**config.mk**
```make
export PLATFORM = sky130hd
export DESIGN_NAME = axis_pattern_gen
export DESIGN_NICKNAME = d
export VERILOG_FILES = /design/src/rtl/axis_pattern_gen.sv
export SDC_FILE = /design/constraint.sdc
export NUM_CORES = 1
export LEC_CHECK = 0
export BUFFER_PORTS_ARGS = -buffer_cell sky130_fd_sc_hd__buf_2
export CAP_MARGIN = 25
export CORE_MARGIN = 4
export CORE_UTILIZATION = 30
export CTS_BUF_LIST = sky130_fd_sc_hd__clkbuf_4 sky130_fd_sc_hd__clkbuf_8
export DETAILED_ROUTE_END_ITERATION = 10
export GPL_TIMING_DRIVEN = 0
export PLACE_DENSITY = 0.58
export SLEW_MARGIN = 25
export SYNTH_ARGS = -nofsm -noshare
export SYNTH_HDL_FRONTEND = slang
export SYNTH_SLANG_ARGS = --single-unit
```
**constraint.sdc**
```tcl
create_clock -name axis_aclk -period 9.7 [get_ports axis_aclk]
set_clock_uncertainty 0.1 [all_clocks]
set_input_delay 1.94 -clock axis_aclk [delete_from_list [all_inputs] [get_ports axis_aclk]]
set_output_delay 1.94 -clock axis_aclk [all_outputs]
set_load 0.01 [all_outputs]
```
**src/rtl/axis_pattern_gen.sv**
```systemverilog
// AXI4-Stream video test-pattern source: colour bars, grid, gradient or solid fill,
// one 32-bit beat per pixel, frames of H_ACTIVE x V_ACTIVE with tuser/tlast framing.
module axis_pattern_gen #(
  parameter int H_ACTIVE = 480,
  parameter int V_ACTIVE = 272,
  parameter int GRID     = 16
) (
  input  logic        axis_aclk,
  input  logic        axis_aresetn,
  input  logic        gen_en,
  input  logic [1:0]  pattern_sel,
  input  logic [23:0] solid_rgb,
  output logic [31:0] axis_tdata,
  output logic        axis_tvalid,
  input  logic        axis_tready,
  output logic        axis_tuser,
  output logic        axis_tlast,
  output logic        frame_done,
  output logic [15:0] frame_cnt
);

  localparam logic [10:0] X_LAST    = 11'(H_ACTIVE - 1);
  localparam logic [10:0] Y_LAST    = 11'(V_ACTIVE - 1);
  localparam logic [10:0] BAR_LAST  = 11'(H_ACTIVE / 8 - 1);
  localparam logic [10:0] GRID_LAST = 11'(GRID - 1);

  typedef enum logic {IDLE, ACTIVE} state_t;

  state_t      state_reg, state_next;
  logic [10:0] x_reg, x_next, y_reg, y_next;
  logic [10:0] bar_cnt_reg, bar_cnt_next;
  logic [2:0]  bar_idx_reg, bar_idx_next;
  logic [10:0] gx_reg, gx_next, gy_reg, gy_next;
  logic [1:0]  pat_reg, pat_next;
  logic [23:0] solid_reg, solid_next;
  logic [23:0] rgb_reg, rgb_next;
  logic        tvalid_reg, tvalid_next;
  logic        tuser_reg, tuser_next;
  logic        tlast_reg, tlast_next;
  logic        done_reg, done_next;
  logic [15:0] cnt_reg, cnt_next;

  logic        xfer, frame_end, load, step;
  logic [23:0] pix;

  always_ff @(posedge axis_aclk or negedge axis_aresetn) begin
    if (!axis_aresetn) begin
      state_reg   <= IDLE;
      x_reg       <= '0;
      y_reg       <= '0;
      bar_cnt_reg <= '0;
      bar_idx_reg <= '0;
      gx_reg      <= '0;
      gy_reg      <= '0;
      pat_reg     <= '0;
      solid_reg   <= '0;
      rgb_reg     <= '0;
      tvalid_reg  <= 1'b0;
      tuser_reg   <= 1'b0;
      tlast_reg   <= 1'b0;
      done_reg    <= 1'b0;
      cnt_reg     <= '0;
    end else begin
      state_reg   <= state_next;
      x_reg       <= x_next;
      y_reg       <= y_next;
      bar_cnt_reg <= bar_cnt_next;
      bar_idx_reg <= bar_idx_next;
      gx_reg      <= gx_next;
      gy_reg      <= gy_next;
      pat_reg     <= pat_next;
      solid_reg   <= solid_next;
      rgb_reg     <= rgb_next;
      tvalid_reg  <= tvalid_next;
      tuser_reg   <= tuser_next;
      tlast_reg   <= tlast_next;
      done_reg    <= done_next;
      cnt_reg     <= cnt_next;
    end
  end

  always_comb begin
    state_next   = state_reg;
    x_next       = x_reg;
    y_next       = y_reg;
    bar_cnt_next = bar_cnt_reg;
    bar_idx_next = bar_idx_reg;
    gx_next      = gx_reg;
    gy_next      = gy_reg;
    pat_next     = pat_reg;
    solid_next   = solid_reg;
    rgb_next     = rgb_reg;
    tvalid_next  = tvalid_reg;
    tuser_next   = tuser_reg;
    tlast_next   = tlast_reg;
    done_next    = 1'b0;
    cnt_next     = cnt_reg;
    load         = 1'b0;
    step         = 1'b0;
    pix          = 24'h0;

    xfer      = tvalid_reg & axis_tready;
    frame_end = xfer && (x_reg == X_LAST) && (y_reg == Y_LAST);

    case (state_reg)
      IDLE: begin
        if (gen_en) begin
          load       = 1'b1;
          state_next = ACTIVE;
        end
      end
      ACTIVE: begin
        if (frame_end) begin
          done_next = 1'b1;
          cnt_next  = cnt_reg + 16'd1;
          if (gen_en) begin
            load = 1'b1;
          end else begin
            state_next  = IDLE;
            x_next      = '0;
            y_next      = '0;
            rgb_next    = '0;
            tvalid_next = 1'b0;
            tuser_next  = 1'b0;
            tlast_next  = 1'b0;
          end
        end else if (xfer) begin
          step = 1'b1;
        end
      end
      default: state_next = IDLE;
    endcase

    // Coordinates and sub-counters describe the beat about to be presented
    if (load) begin
      x_next       = '0;
      y_next       = '0;
      bar_cnt_next = '0;
      bar_idx_next = '0;
      gx_next      = '0;
      gy_next      = '0;
      pat_next     = pattern_sel;
      solid_next   = solid_rgb;
    end else if (step) begin
      if (x_reg == X_LAST) begin
        x_next       = '0;
        y_next       = y_reg + 11'd1;
        bar_cnt_next = '0;
        bar_idx_next = '0;
        gx_next      = '0;
        gy_next      = (gy_reg == GRID_LAST) ? 11'd0 : gy_reg + 11'd1;
      end else begin
        x_next  = x_reg + 11'd1;
        gx_next = (gx_reg == GRID_LAST) ? 11'd0 : gx_reg + 11'd1;
        if (bar_cnt_reg == BAR_LAST) begin
          bar_cnt_next = '0;
          bar_idx_next = bar_idx_reg + 3'd1;
        end else begin
          bar_cnt_next = bar_cnt_reg + 11'd1;
        end
      end
    end

    // Bar order white..black maps to R=~idx[1], G=~idx[2], B=~idx[0]
    case (pat_next)
      2'd0: pix = {{8{~bar_idx_next[1]}}, {8{~bar_idx_next[2]}}, {8{~bar_idx_next[0]}}};
      2'd1: if (gx_next == 11'd0 || gy_next == 11'd0 || x_next == X_LAST || y_next == Y_LAST)
              pix = 24'hFFFFFF;
      2'd2: pix = {3{x_next[7:0]}};
      default: pix = solid_next;
    endcase

    if (load || step) begin
      tvalid_next = 1'b1;
      tuser_next  = load;
      tlast_next  = (x_next == X_LAST);
      rgb_next    = pix;
    end
  end

  assign axis_tdata  = {8'h00, rgb_reg};
  assign axis_tvalid = tvalid_reg;
  assign axis_tuser  = tuser_reg;
  assign axis_tlast  = tlast_reg;
  assign frame_done  = done_reg;
  assign frame_cnt   = cnt_reg;

endmodule

```
; Word-level counts from Yosys, hierarchy flattened
; Cells that the tools add are included.
[word_totals]
word_cells = 103
ff_bits = 129
inputBits = 30
output_inout_bits = 52
[op_classes]
n_reduce_logical = 14
muxes = 52
bitwise_logic = 5
n_eq_ne = 10
add_sub_neg = 7
[ops]
columns = op, n
row1 = two-way mux 11 bit, 24
row2 = two-way mux 24 bit, 6
row3 = case mux 24 bit (3 select lines), 1
row4 = adder 11 x 1 -> 11 bit (second input constant), 5
row5 = equality test 11 x 9 -> 1 bit (second input constant), 4
row6 = equality test 11 x 4 -> 1 bit (second input constant), 2
row7 = zero test 11 bit, 2
row8 = adder 16 x 1 -> 16 bit (second input constant), 1
row9 = two-way mux 1 bit, 14
row10 = two-way mux 3 bit, 4
row11 = equality test 11 x 6 -> 1 bit (second input constant), 1
row12 = nonzero test 2 bit, 3
row13 = logical OR 1 bit, 4
row14 = NOT 1 bit, 4
row15 = case mux 1 bit (2 select lines), 2
row16 = adder 3 x 1 -> 3 bit (second input constant), 1
row17 = AND reduction 3 bit, 1
row18 = equality test 2 x 1 -> 1 bit (second input constant), 1
row19 = equality test 2 bit (second input constant), 1
row20 = logical AND 1 bit, 2
row21 = zero test 2 bit, 1
row22 = two-way mux 2 bit, 1
row23 = != test 2 x 1 -> 1 bit (second input constant), 1
row24 = AND reduction 2 bit, 1
row25 = bitwise AND 1 bit, 1

; Logic depth before layout (Yosys ltp)
[depth]
depth_word = 14
mapped_depth = 13

; Least setup slack after synthesis
; OpenSTA, ideal clock, no wires.
[synth_timing]
path_type = input -> register
start = input port axis_tready
end = register rgb_reg[11]
n_path_buf = 2
stages = 11
path_slack_ns = 5.500
arrival_ns = 3.996
cell_sequence = and3_1 > buf_2 > nand3_1 > a2111oi_0 > xor2_1 > o32ai_1 > o211ai_1 > a2111oi_4 > a211oi_2 > buf_6 > o311ai_1
[synth_via]
elab_chain_cells = 14
[synth_lines]
columns = element, line_no
row1 = "start, declared", 15  ; input logic axis_tready,
row2 = bitwise AND 1 bit *, 102  ; xfer = tvalid_reg & axis_tready;
row3 = logical AND 1 bit (2 in series), 103  ; frame_end = xfer && (x_reg == X_LAST) && (y_reg == Y_LAST);
row4 = two-way mux 1 bit, 113  ; if (frame_end) begin
row5 = two-way mux 1 bit, 105  ; case (state_reg)
row6 = two-way mux 11 bit, 144  ; end else if (step) begin
row7 = two-way mux 11 bit, 135  ; if (load) begin
row8 = zero test 11 bit, 167  ; 2'd1: if (gx_next == 11'd0 || gy_next == 11'd0 || x_next == X_LAST || y_next == Y_LAST)
row9 = logical OR 1 bit (3 in series), 167
row10 = two-way mux 24 bit, 167
row11 = case mux 24 bit (3 select lines), 165  ; case (pat_next)
row12 = two-way mux 24 bit, 173  ; if (load || step) begin
row13 = "end signal, assigned", 73  ; rgb_reg <= rgb_next;
row14 = "end, declared", 36  ; logic [23:0] rgb_reg, rgb_next;
; Every way passes the cells marked *; elsewhere a longest branch is shown, timed or not.
; A chain may end at the register's enable or synchronous reset.

; Worst setup path after layout
[layout_timing]
start = input port axis_tready
end = register rgb_reg[12]
[layout_lines]
columns = element, line_no
row1 = bitwise AND 1 bit *, 102
row2 = logical AND 1 bit (2 in series), 103
row3 = two-way mux 11 bit or two-way mux 1 bit (tied branches), 113
row4 = two-way mux 11 bit or two-way mux 1 bit (tied branches), 105
row5 = two-way mux 11 bit, 144
row6 = two-way mux 11 bit *, 135
row7 = named net x_next[9], 30  ; logic [10:0] x_reg, x_next, y_reg, y_next;
row8 = equality test 11 x 9 -> 1 bit *, 167
row9 = logical OR 1 bit * (2 in series), 167
row10 = two-way mux 24 bit *, 167
row11 = case mux 24 bit (3 select lines) *, 165
row12 = two-way mux 24 bit *, 173
; Mark *: on every way through the listed nets, which the timed path passes. The rest lies on a longest branch.

==> flow_summary.json <==
{
  "outcome": "complete, no violations",
  "synth_edf_count": 0,
  "start_kind": "primary input",
  "ir_drop_mv": 0.0864,
  "post_dp_cell_area_um2": 7610,
  "gr-total-overflow": 0,
  "period_minus_slack_ns": 4.78,
  "antenna_cells": 0,
  "fmax_mhz": 209,
  "postCtsSetupBuffers": 0,
  "rows": 54,
  "ys_ff_latch": 129,
  "ctsHoldBuffers": 0,
  "antenna_found_initial": 0,
  "dp_slack_ns": 4.49,
  "vias_per_cell": 5.13,
  "drv_slew": 0,
  "netlist_instances": 731,
  "required_ns": 9.91,
  "ys.warnings.count": 0,
  "final_core_util_pct": 36.2,
  "yosysUniqueCellTypes": 73,
  "final_layout_size_suffix_gt1_share_pct": 19.0,
  "postSynth.asyncResetShare_pct": 100,
  "p_leak_nw": 3.71,
  "hold_path_class": "reg -> reg",
  "cts_buffers": 17,
  "final-setup-viol-count": 0,
  "cap_violations": 0,
  "nets": 868,
  "stdcell_area_um2": 8010,
  "synth_area_leaders": "dfrtp_1 47%, nand2_1 6.7%, o21ai_0 3.7%",
  "cp-end-kind": "register",
  "place_congestion": 0.821,
  "arrival_ns": 4.99,
  "vias": 5771,
  "ctsResizeCount": 0,
  "avgSynthCellArea_um2": 9.34,
  "dpl.cell_count": 1092,
  "fin_ws_ns": 4.92,
  "clkSinkCount": 129,
  "cts_buffer_depth": 2,
  "synth_ff_type": "dfrtp_1",
  "instances_no_fill": 1124,
  "io_buffers": 73,
  "root_buffer": "clkbuf_8",
  "die_h_um": 159,
  "crit_path_max_fanout": 10,
  "final.setup.tns_ns": 0,
  "core-area_um2": 22100,
  "drt-pass1-iter-count": 4,
  "hpwl_um": 13500,
  "cts_tree": "yes",
  "grt_max_degree": 70,
  "fin_crit_sh_pct": 49.3,
  "path_clk_slew_ns": 0.08,
  "initial_core_util_pct": 30.9,
  "ioPinCount": 82,
  "crit_type": "in -> reg",
  "max_slew.worst_pin.slew_ns": 0.948,
  "routed_wl_um": 18500,
  "rsz0062_at_grt": "false",
  "fp.dieW_um": 159,
  "drc_errors": 0,
  "ant_nets": 0,
  "synth_area_um2": 6830,
  "drtIter0Drc": 286,
  "seq_area_frac_synth_pct": 47.3,
  "slew_headroom_pct": 36.4,
  "post_drt_wl_per_cell_um": 16.4,
  "yosysTopAreaCellShare_pct": 47.3,
  "grtUsageTotal_pct": 14.7,
  "grt_pass1_vias": 5725,
  "grt_first_pass_wirelength_um": 30400,
  "finalHoldViolCount": 0,
  "syn_to_final_growth_pct": 17.3,
  "dieArea_um2": 25200,
  "htreeDepth": 4,
  "clock_latency_ns": 0.45,
  "synth_top_area_cell": "dfrtp_1",
  "p_per_area_nw_per_um2": 172
}
## cell usage after synthesis (3+ instances only)
| cell | number |
|---|---|
| and3_1 | 18 |
| nand2b_1 | 6 |
| buf_6 | 4 |
| a31oi_1 | 6 |
| ha_1 | 7 |
| nor3b_1 | 3 |
| clkbuf_1 | 15 |
| buf_4 | 10 |
| nor2b_1 | 7 |
| o311ai_1 | 13 |
| nand2_1 | 122 |
| or3_1 | 10 |
| o211ai_1 | 8 |
| nand3_1 | 35 |
| and2_1 | 3 |
| nor2_1 | 58 |
| a21oi_1 | 29 |
| nor3_1 | 8 |
| mux2i_1 | 13 |
| nor3_2 | 3 |
| a21o_1 | 3 |
| nor4_1 | 6 |
| dfrtp_1 | 129 |
| inv_1 | 22 |
| or3b_2 | 3 |
| o311ai_0 | 4 |
| and4_1 | 5 |
| mux2_2 | 4 |
| buf_2 | 8 |
| o21ai_0 | 50 |
| a211oi_1 | 3 |
| xnor2_1 | 21 |
| a31o_2 | 4 |
| nand4_1 | 19 |
| xor2_1 | 17 |
## critical path: stages
cell      delay [ns]
buf_2           0.12
nand3_1         0.21
clkbuf_1        0.31
nor4_1          0.50
mux2i_1         0.31
nor4_1          0.12
a31oi_1         0.29
o21ai_1         0.15
a211oi_2        0.67
buf_6           0.23
o311ai_1        0.13
## power by group
part	switching [mW]	internal, mW	leakage, nW
combinational	0.148	0.0988	1.84
clock	0.220	0.253	0.204
sequential	0.0577	0.601	1.67
total	0.426	0.953	3.71
## cell families after synthesis
family / share of synthesized area, %
AOI/OAI and AO/OA: 15.1
xor gates and xnor gates: 4.87
DFF: 47.3
adders and majority gates: 1.28
muxes: 2.57
other: 0.0549
buffers and inverters: 4.56
and+or+nand+nor: 24.2
## placed cells by master (no fill, tap or decap), drive strengths merged, types with 7 or more instances in the layout
cell    count
nor3       13
nand3      35
nor2       58
clkbuf     39
nor4        9
xor2       17
dfrtp     129
nand4      21
or3        12
o311ai     17
mux2i      13
nand2     122
xnor2      21
o21ai      53
inv        22
nor2b       7
o211ai      8
conb        8
buf        98
ha          7
and3       18
a21oi      30
## per-stage QoR
step	hold slack (ns)	total power, mW
after floorplan	0.329	0.819
after global routing	0.381	1.45
final	0.363	1.38
after detailed placement	0.349	0.915
after CTS	0.367	1.39
after global placement	0.345	0.908
## routing by layer
layer,up-vias,share of wire [%],global-route usage (%)
li1,2805,-,-
met1,2804,49,21.2
met2,144,45,22.4
met3,18,5.0,3.06
met4,0,1.5,4.54
met5,-,0,0
## worst paths after layout
check / start / endpoint / slack [ns] / cells past startpoint
max in group asynchronous: axis_aresetn / y_reg[1] / 7.43 / 2
min in group asynchronous: axis_aresetn / solid_reg[9] / 1.35 / 1
setup / recovery: axis_tready / rgb_reg[12] / 4.92 / 11
setup reg to reg: y_reg[0] / rgb_reg[12] / 5.88 / 10
hold / removal: solid_reg[1] / solid_reg[1] / 0.36 / 2
hold reg to reg: solid_reg[1] / solid_reg[1] / 0.36 / 2
## final cells by class
class	count	area, µm²
multi-input cells	547	3310
well taps	280	350
clock buffers	23	292
fillers	2259	14100
flip-flops and latches	129	3230
inverters	22	82.6
plain buffers	40	229
clock inverters	9	108
repair buffers	74	403
No activity file was read; power rests on OpenSTA's default activity.
